==> src/rtl/pfifo.sv <==
// +----------------------------------------------------------------------------+
// | Module   : pfifo                                                           |
// | Desc     : Parametrised synchronous FIFO with almost-full/empty thresholds,|
// |            occupancy count, read-valid strobe and optional sticky error    |
// |            flags enabled by the PFIFO_ERR_FLAGS_EN macro.                  |
// | Revision : 1.0 - initial release                                          |
// +----------------------------------------------------------------------------+
`default_nettype none

module pfifo #(
   parameter int WIDTH  = 4,
   parameter int DEPTH  = 16,
   parameter int AF_LVL = DEPTH - 2,
   parameter int AE_LVL = 2
) (
   input  logic                       clk,
   input  logic                       rst,
   input  logic                       we,
   input  logic [WIDTH-1:0]           in,
   input  logic                       re,
   output logic [WIDTH-1:0]           out,
   output logic                       vld,
   output logic                       f,
   output logic                       e,
   output logic                       af,
   output logic                       ae,
   output logic [$clog2(DEPTH):0]     count,
   output logic                       ovf,
   output logic                       udf
);

   localparam int AW = $clog2(DEPTH);
   localparam logic [AW:0] c_depth = (AW+1)'(DEPTH);
   localparam logic [AW:0] c_af    = (AW+1)'(AF_LVL);
   localparam logic [AW:0] c_ae    = (AW+1)'(AE_LVL);
   localparam logic [AW:0] c_one   = (AW+1)'(1);

   logic [WIDTH-1:0] r_mem [DEPTH];
   logic [AW-1:0]    r_wp;
   logic [AW-1:0]    r_rp;
   logic [AW:0]      r_count;
   logic [WIDTH-1:0] r_out;
   logic             r_vld;
   logic             w_rd_acc;
   logic             w_wr_acc;

   // Flags decode the registered count so they track it with no extra latency.
   assign e  = (r_count == '0);
   assign f  = (r_count == c_depth);
   assign af = (r_count >= c_af);
   assign ae = (r_count <= c_ae);

   // A full FIFO can still take a write when a read frees a slot on the same edge.
   assign w_rd_acc = re && !e;
   assign w_wr_acc = we && (!f || w_rd_acc);

   assign out   = r_out;
   assign vld   = r_vld;
   assign count = r_count;

   always_ff @(posedge clk) begin
      if (w_wr_acc) begin
         r_mem[r_wp] <= in;
      end
   end

   always_ff @(posedge clk or posedge rst) begin
      if (rst) begin
         r_wp    <= '0;
         r_rp    <= '0;
         r_count <= '0;
         r_out   <= '0;
         r_vld   <= 1'b0;
      end else begin
         r_vld <= w_rd_acc;
         if (w_wr_acc) begin
            r_wp <= r_wp + AW'(1);
         end
         if (w_rd_acc) begin
            r_out <= r_mem[r_rp];
            r_rp  <= r_rp + AW'(1);
         end
         case ({w_wr_acc, w_rd_acc})
            2'b10:   r_count <= r_count + c_one;
            2'b01:   r_count <= r_count - c_one;
            default: r_count <= r_count;
         endcase
      end
   end

`ifdef PFIFO_ERR_FLAGS_EN
   logic r_ovf;
   logic r_udf;

   always_ff @(posedge clk or posedge rst) begin
      if (rst) begin
         r_ovf <= 1'b0;
         r_udf <= 1'b0;
      end else begin
         if (we && !w_wr_acc) begin
            r_ovf <= 1'b1;
         end
         if (re && e) begin
            r_udf <= 1'b1;
         end
      end
   end

   assign ovf = r_ovf;
   assign udf = r_udf;
`else
   assign ovf = 1'b0;
   assign udf = 1'b0;
`endif

endmodule

`default_nettype wire
==> config.mk <==
export PLATFORM = sky130hd
export DESIGN_NAME = pfifo
export DESIGN_NICKNAME = d
export VERILOG_FILES = /design/src/rtl/pfifo.sv
export SDC_FILE = /design/constraint.sdc
export NUM_CORES = 1
export LEC_CHECK = 0
export ABC_AREA = 0
export BUFFER_PORTS_ARGS = -buffer_cell sky130_fd_sc_hd__buf_2
export CORE_MARGIN = 1.5
export CORE_UTILIZATION = 59
export CTS_BUF_LIST = sky130_fd_sc_hd__clkbuf_8 sky130_fd_sc_hd__clkbuf_16
export DETAILED_ROUTE_END_ITERATION = 10
export GPL_TIMING_DRIVEN = 0
export PLACE_DENSITY = 0.75
export SETUP_SLACK_MARGIN = 0.02
export SKIP_CTS_REPAIR_TIMING = 1
export SLEW_MARGIN = 20
export SYNTH_ARGS = -nofsm -noshare
export SYNTH_HDL_FRONTEND = slang
export SYNTH_SLANG_ARGS = --single-unit
export TNS_END_PERCENT = 10
==> constraint.sdc <==
create_clock -name clk -period 3.2 [get_ports clk]
set_input_delay 0.32 -clock clk [delete_from_list [all_inputs] [get_ports clk]]
set_output_delay 0.32 -clock clk [all_outputs]
set_load 0.05 [all_outputs]
# Word level (Yosys, flattened, before mapping)
# Memories as Yosys holds them, arrays and structs flattened. A register that Yosys moved wholly into a read port is not among the register bits.
# Cells that the tools add are included.
# word_totals
mem_count	1
register_bits	14
elab_cells	24
mem_bits_rw	64
output_inout_bits	16
# op_classes
magnitude_cmp	2
addsub	4
mux	3
n_eq_ne	3
n_reduce_logical	7
# mem_list
name	words	width	read_ports	rd_clocked_by_memory_dff	write_ports	line_no	rtl
r_mem	16	4	1	1	1	38	logic [WIDTH-1:0] r_mem [DEPTH];
# op_table
op	n
5-bit case mux with 2 select lines	1
4-bit by 1-bit adder with 4-bit output, second input constant	2
5-bit by 1-bit adder with 5-bit output, second input constant	1
5-bit equality test, second input constant	1
5-bit by 4-bit greater-or-equal comparator with 1-bit output, second input constant	1
5-bit by 2-bit <= comparator with 1-bit output, second input constant	1
5-bit zero test	1
5-bit by 1-bit subtractor with 5-bit output, second input constant	1
2-bit by 1-bit equality test with 1-bit output, second input constant	1
2-bit equality test, second input constant	1
1-bit logical AND	2
1-bit zero test	2
1-bit 2-to-1 mux	2
2-bit nonzero test	1
1-bit logical OR	1

# Longest topological paths before layout
# Gate-level depths: netlist (run 1).
# depth
depth_word	7
ltp_mapped	11
depth_no_buf	11

# Least setup slack after synthesis (run 1)
# Ideal clock, no wire load.
# synth_timing
path_kind	register to register
startpoint	register r_count[2], in the netlist count[2]
endpoint	register r_count[4], in the netlist count[4]
path_buffers	0
path_slack_ns	0.302
synth_period_minus_slack_ns	2.898
setup_ns	0.089
path_stages_with_launch	11
arrival_ns	2.809
path_cell_list	dfrtp_1 -> or3_1 -> or3_4 -> clkinv_4 -> nor2_2 -> ha_1 -> nor2b_1 -> o21a_1 -> or2_1 -> o31a_1 -> o211ai_1
# synth_between
elab_chain_cells	7
elab_cells_between_ends	13
classes_between	add/sub (2); eq/ne (3); mux (1); reduce/logical (7)
# synth_rtl
item	line_no	rtl
start, declared	41	logic [AW:0] r_count;
start signal, assigned	84	2'b10: r_count <= r_count + c_one;
start signal, assigned	85	2'b01: r_count <= r_count - c_one;
start signal, assigned	86	default: r_count <= r_count;
5-bit zero test (*)	48	assign e = (r_count == '0);
named net e	24	output logic e,
1-bit zero test (*)	54	assign w_rd_acc = re && !e;
1-bit logical AND (*)	54	
1-bit logical OR	55	assign w_wr_acc = we && (!f || w_rd_acc);
1-bit logical AND	55	
2-bit by 1-bit equality test with 1-bit output / 2-bit equality test (equally long branches)	83	case ({w_wr_acc, w_rd_acc})
5-bit case mux with 2 select lines / 2-bit nonzero test (equally long branches)	n/a	
# Mark *: on every way through the listed nets, which the timed path passes. The rest lies on a longest branch.
# A chain may end at the register's enable or synchronous reset.

# Worst setup path in the final report (run 1)
# layout_timing
startpoint	register r_count[2], in the netlist count[2]
endpoint	register r_count[4], in the netlist count[4]
# layout_between
elab_chain_cells	7
elab_cells_between_ends	13
classes_between	add/sub (2); eq/ne (3); mux (1); reduce/logical (7)
# layout_rtl
item	line_no
5-bit zero test	48
1-bit zero test	54
1-bit logical AND	54
1-bit logical OR	55
1-bit logical AND	55
2-bit by 1-bit equality test with 1-bit output / 2-bit equality test (equally long branches)	83
5-bit case mux with 2 select lines / 2-bit nonzero test (equally long branches)	n/a
# Parallel ways exist; a longest one is shown, timed or not.

==> results of run 1 <==
-- per-layer routing --
layer  global-route usage (%)  wire (um)
met1                     29.0       2760
met2                     34.1       3000
met3                     6.40        311
met4                     10.0        150
met5                        0          0
-- sequential cells by signal, indices dropped and copies added (netlist names) --
register	flops
r_mem	64
count	5
out	4
r_rp	4
r_wp	4
vld	1
-- cell type report --
class | instances | share of cell area [%]
Multi-Input combinational cell | 110 | 27.5
Clock buffer | 10 | 3.45
Buffer | 10 | 1.28
Timing Repair Buffer | 21 | 2.63
Sequential cell | 82 | 59.4
Clock inverter | 6 | 2.04
Tap cell | 75 | 2.35
Inverter | 13 | 1.35
-- power groups by stage --
stage | Sequential (mW) | Clock [mW] | Combinational, mW
2_1_floorplan | 1.67 | 0 | 0.928
4_1_cts | 1.48 | 0.816 | 1.43
5_1_grt | 1.50 | 0.869 | 1.54
6_report | 1.47 | 0.810 | 1.42
3_5_place_dp | 1.50 | 0 | 1.43
3_3_place_gp | 1.49 | 0 | 1.40
-- worst paths after layout --
check / startpoint / to / slack, ns
setup reg to reg: count[2] / count[4] / 0.48
hold reg to reg: out[0] / out[0] / 0.50
hold / removal: rst / r_rp[3] / 0.09
min in group clk: we / count[4] / 0.31
max in group asynchronous: rst / count[0] / 2.62
setup / recovery: count[2] / count[4] / 0.48
-- cell usage in the layout (no fill, tap or decap), drive strengths merged, types with 4 or more instances in the layout --
master / n
clkbuf: 13
and2: 8
nand2: 12
inv: 13
mux2i: 8
ha: 8
buf: 28
o21ai: 4
nor4: 5
nor2: 6
mux4: 16
edfxtp: 64
xnor2: 9
dfrtp: 18
-- logic make-up (layout without fill, tap and decap cells) --
family,Yosys count,after routing,share of synthesized area (%)
fa+ha+maj,9,9,3.37
xor+xnor,9,9,2.21
mux,26,26,13.2
simple gates,45,45,7.16
flops,82,82,66.5
compound gates,19,19,4.46
buf+inv,23,60,2.95
other cells,1,2,0.105
-- stage by stage --
stage          hold slack, ns  util, %  cells
6_report               0.0922     67.8    327
5_1_grt                 0.161     67.8    327
4_1_cts                 0.119     67.8    327
3_5_place_dp            0.484     64.1    311
3_3_place_gp            0.474     64.0    311
2_1_floorplan           0.259        -    215
==> impl_metrics.tcl, run 1 <==
set metrics [dict create \
    cp.arrival_ns 3.00 \
    synth.area.top_cells "edfxtp_1 (54%), dfrtp_1 (13%), mux4_2 (10%)" \
    p_clk_share_pct 21.8 \
    start_kind "register" \
    fmax_ghz 0.367 \
    grt_use_total_pct 21.9 \
    clk_pin_slew_worst_paths_ns 0.08 \
    max_stage_delay_ns 0.45 \
    p_seq_share_pct 39.8 \
    place_ws_ns 0.489 \
    dieArea_um2 6520 \
    drtAntennaViolNets 0 \
    crit_path_cell_trace "or3_1 > or3_4 > clkinv_4 > nor2_2 > ha_1 > nor2b_1 > o21a_1 > or2_1 > o31a_1 > o211ai_1" \
    dpl_cell_area_um2 3770 \
    power_switching_mw 1.34 \
    fin_total_pwr_mw 3.71 \
    rsz0062_at_grt "no" \
    internal_power_mw 2.37 \
    finClkSkew_ns 0.00716 \
    ys_types 43 \
    drive_above_1_share_pct 29.4 \
    grt_max_degree 19 \
    vdd_drop_max_mv 0.709 \
    power_leakage_nw 1.48 \
    drv_slew 0 \
    cpLargestDelayFamily "simple AND/OR/NAND/NOR gates" \
    nFillCells 389 \
    stdcell_area_um2 3990 \
    worst_path_max_delay_cell "dfrtp_1" \
    yosysTopAreaCellShare_pct 53.9 \
    power_density_nw_per_um2 928 \
    reg2reg_depth 10 \
    cp.required_ns 3.48 \
    period_needed_ns 2.72 \
    netlist_instances 214 \
    power.share.switching_pct 36.2 \
    routabilityCongestion 0.805 \
    synth.avg_cell_area_um2 16.7 \
    grt_pass1_vias 1816 \
    hp-class "in -> async" \
    seq_area_frac_synth_pct 66.5 \
    grt_pass1_wl_um 9740 \
    synth_edf_count 64 \
    viasPerCell 5.73 \
    start_util_pct 60.6 \
    worst_slack_ns 0.476 \
    syn_area_um2 3560 \
    drc 0 \
    clock_sinks 82 \
    grt_antenna_before_repair 0 \
    async_flop_share_pct 22.0 \
    dieWidth_um 80.7 \
    io_pins 24 \
    synth_most_common_cell "edfxtp_1" \
    vias 1874 \
    cp_max_fo 6 \
    clk_latency_ns 0.36 \
    worst_pin_slew_ns 1.09 \
    finalNetCount 264 \
    multi_input_area_um2 1100 \
    status "completed" \
    hold_viol_final 0 \
    cts_tree "built" \
    cts-root-buf "clkbuf_8" \
    p_comb_share_pct 38.4 \
    max-slew-margin-rel_pct 26.6 \
    yosysWarnings 0 \
    io_buffers 21 \
    critical_path_buf_inv_count 1 \
    ys.flop_type "edfxtp_1" \
    firstDrtPassIters 4 \
    area_growth_pct 12.0 \
    overflow 0 \
    setup_violations 0 \
    synth_area_leader_cell "edfxtp_1" \
    num_antenna_cells 0 \
    cts.path.max_buffers 2 \
    crit_path_end_kind "register" \
    post_drt_wl_per_cell_um 19.0 \
    setup_tns_ns 0 \
    drt_iter0_drc 152 \
    synth-seq-cells 82 \
    die_h_um 80.7 \
    cts_buffers 9 \
    max-cap-violations 0 \
    cp_num_cells 10 \
    wirelength_um 6230 \
    core.rowCount 28 \
    core-area_um2 5890 \
    synthTopCellsByCount "edfxtp_1 (64), dfrtp_1 (18), mux4_2 (16)" \
    dp_hpwl_um 4380 \
    seqCellArea_um2 2370 \
    crit_type "reg -> reg" \
    cts_max_level 3 \
    period_share_pct 85.1 \
]
(Power assumes the default switching activity.)
==> inputs of run 2 (changes only) <==
==> config.mk (replaced) <==
export PLATFORM = sky130hd
export DESIGN_NAME = pfifo
export DESIGN_NICKNAME = d
export VERILOG_FILES = /design/src/rtl/pfifo.sv
export SDC_FILE = /design/constraint.sdc
export NUM_CORES = 1
export LEC_CHECK = 0
export ABC_AREA = 1
export BUFFER_PORTS_ARGS = -buffer_cell sky130_fd_sc_hd__buf_2
export CORE_MARGIN = 1.5
export CORE_UTILIZATION = 60
export CTS_BUF_LIST = sky130_fd_sc_hd__clkbuf_8 sky130_fd_sc_hd__clkbuf_16
export DETAILED_ROUTE_END_ITERATION = 10
export GPL_TIMING_DRIVEN = 0
export PLACE_DENSITY = 0.76
export SETUP_SLACK_MARGIN = 0.02
export SKIP_CTS_REPAIR_TIMING = 1
export SLEW_MARGIN = 30
export SYNTH_ARGS = -nofsm -noshare
export SYNTH_HDL_FRONTEND = slang
export SYNTH_SLANG_ARGS = --single-unit
export TNS_END_PERCENT = 10
==> run 2 against run 1 <==
Compared with the run above:
- sequential share of layout area is 3.4 points lower
- utilization is 2.4 points higher
- clock-buffer cell count is 1 lower
- sequential power hardly changed
- synthesized cell count is 77% higher
- via count is 39% higher
- cell area is 6.0% higher
- fmax is 24% higher
- die area is 5.3% higher
- final cell count is 50% higher
- hold slack worse by 0.029 ns
- critical endpoint unchanged
==> impl_metrics.tcl, run 2 <==
set metrics [dict create \
    overflow 0 \
    stdcell_area_um2 4230 \
    finalNetCount 428 \
    largest_reg_flops 64 \
    io_buffers 21 \
    cp-startpoint "count[0]" \
    reg2reg_slack_ns 1.01 \
    cp.arrival_ns 2.44 \
    clk_latency_ns 0.35 \
    die_h_um 82.9 \
    cts_max_level 3 \
    finClkSkew_ns 0.00839 \
    grt_antenna_before_repair 0 \
    dp_cells 475 \
    syn_area_um2 3830 \
    max-slew-margin-rel_pct 53.5 \
    final_util_pct 70.2 \
    worst_path_max_delay_cell "dfrtp_1" \
    hold_viol_final 0 \
    drv_slew 0 \
    synth_most_common_cell "nand2_1" \
    max_stage_delay_ns 0.46 \
    dieArea_um2 6860 \
    async_flop_share_pct 22.0 \
    num_antenna_cells 0 \
    routabilityCongestion 0.862 \
    yosysWarnings 0 \
    dp_hpwl_um 5280 \
    cts-root-buf "clkbuf_8" \
    power_leakage_nw 1.94 \
    cts_tree "built" \
    seq_area_frac_synth_pct 62.0 \
    power_density_nw_per_um2 910 \
    drive_above_1_share_pct 14.9 \
    firstDrtPassIters 4 \
    worst_slack_ns 1.01 \
    period_needed_ns 2.19 \
    grt_use_total_pct 22.9 \
    start_util_pct 63.5 \
    final_common_cell "nand2_1" \
    cp.required_ns 3.45 \
    timing.rr.start "count[0]" \
    synth.avg_cell_area_um2 10.1 \
    synth.area.top_cells "edfxtp_1 (50%), dfrtp_1 (12%), nand2_1 (12%)" \
    clock_sinks 82 \
    cts.path.max_buffers 2 \
    io_pins 24 \
    area_growth_pct 10.6 \
    fin_cells 491 \
    status "completed" \
    yosysTopAreaCellShare_pct 50.2 \
    ys_types 28 \
    crit_path_end_kind "register" \
    core.rowCount 28 \
    dpl_cell_area_um2 4030 \
    max-cap-violations 0 \
    nFillCells 452 \
    netlist_instances 378 \
    place_ws_ns 1.04 \
    dieWidth_um 82.9 \
    final_cell_mix "nand2_1 (119), edfxtp_1 (64), inv_1 (51)" \
    post_drt_wl_per_cell_um 15.4 \
    synth_edf_count 64 \
    r2r_end "count[4]" \
    hp-class "in -> async" \
    cp-endpoint "count[4]" \
    grt_pass1_vias 2494 \
    cp_max_fo 9 \
    setup_violations 0 \
    synthTopCellsByCount "nand2_1 (119), edfxtp_1 (64), inv_1 (51)" \
    viasPerCell 5.31 \
    vdd_drop_max_mv 0.684 \
    cts_buffers 9 \
    worst_pin_slew_ns 0.697 \
    drt_iter0_drc 238 \
    fin_total_pwr_mw 3.85 \
    setup_tns_ns 0 \
    grt_max_degree 19 \
    drtAntennaViolNets 0 \
    reg2reg_depth 13 \
    drc 0 \
    crit_type "reg -> reg" \
    ys.flop_type "edfxtp_1" \
    synth-seq-cells 82 \
    wirelength_um 7580 \
    synth_area_leader_cell "edfxtp_1" \
    grt_pass1_wl_um 12000 \
    regMostFlops "r_mem" \
    clk_pin_slew_worst_paths_ns 0.09 \
    vias 2609 \
    period_share_pct 68.5 \
    fmax_ghz 0.456 \
    start_kind "register" \
    crit_path_cell_trace "nor2_2 > nand3_2 > nand2_4 > inv_6 > nand2_4 > inv_1 > ha_1 > a21oi_1 > nand3_1 > nand2_1 > nand3_1 > nand2_1 > inv_1" \
    rsz0062_at_grt "no" \
    holdWs_ns 0.0630 \
    core-area_um2 6030 \
]
-- run 2: cell types whose count changed after synthesis, sizes merged, moves of 3 or more --
cell and delta:
nand3 +49, inv +42, xnor2 -9, and2 -8, nand2 +111, nor2b -3
nor2 +16, xor2 +9, mux4 -16, nor4 -5, mux2i -8, o221ai -3
buf +5
-- run 2: report_power, final --
group          leakage (nW)  total [mW]  switching [mW]  internal [mW]
combinational          1.05        1.62            1.14          0.478
clock                0.0990       0.751           0.384          0.367
sequential            0.791        1.48           0.138           1.34
total                  1.94        3.85            1.66           2.19
-- run 2: layout make-up --
type	instances	area (um^2)	area share, %
Buffer	13	78.8	1.86
Clock buffer	9	124	2.93
Clock inverter	7	78.8	1.86
Inverter	55	214	5.06
Multi-Input combinational cell	229	1160	27.5
Sequential cell	82	2370	56.1
Tap cell	75	93.8	2.22
Timing Repair Buffer	21	105	2.48
-- run 2: logic make-up after synthesis --
family | after synthesis | share of synthesized area [%]
compound gates | 12 | 2.13
buf+inv | 68 | 7.65
xor+xnor | 9 | 2.26
other cells | 1 | 0.0980
fa+ha+maj | 9 | 3.14
flops | 82 | 62.0
simple gates | 197 | 22.7
-- run 2: worst min-delay path by stage --
stage	to	slack, ns	cells after the start
after floorplan	count[0]	0.26	1
after global placement	vld	0.45	2
after detailed placement	out[2]	0.46	2
after CTS	out[2]	0.08	2
after global routing	out[2]	0.12	2
final	out[2]	0.06	2
-- run 2: routing by layer --
metal / GRT usage [%] / wire length [um] / part of all wire, %
met1: 29.6 / 3200 / 42
met5: 0 / 0 / 0
met4: 10.8 / 196 / 2.6
met2: 38.5 / 3690 / 49
met3: 3.28 / 493 / 6.5
-- run 2: critical path, delay by kind of cell, from the launching register on --
family | cells | cell delay [ns]
fa+ha+maj | 1 | 0.32
flops | 1 | 0.46
simple gates | 8 | 0.90
compound gates | 1 | 0.23
buf+inv | 3 | 0.18
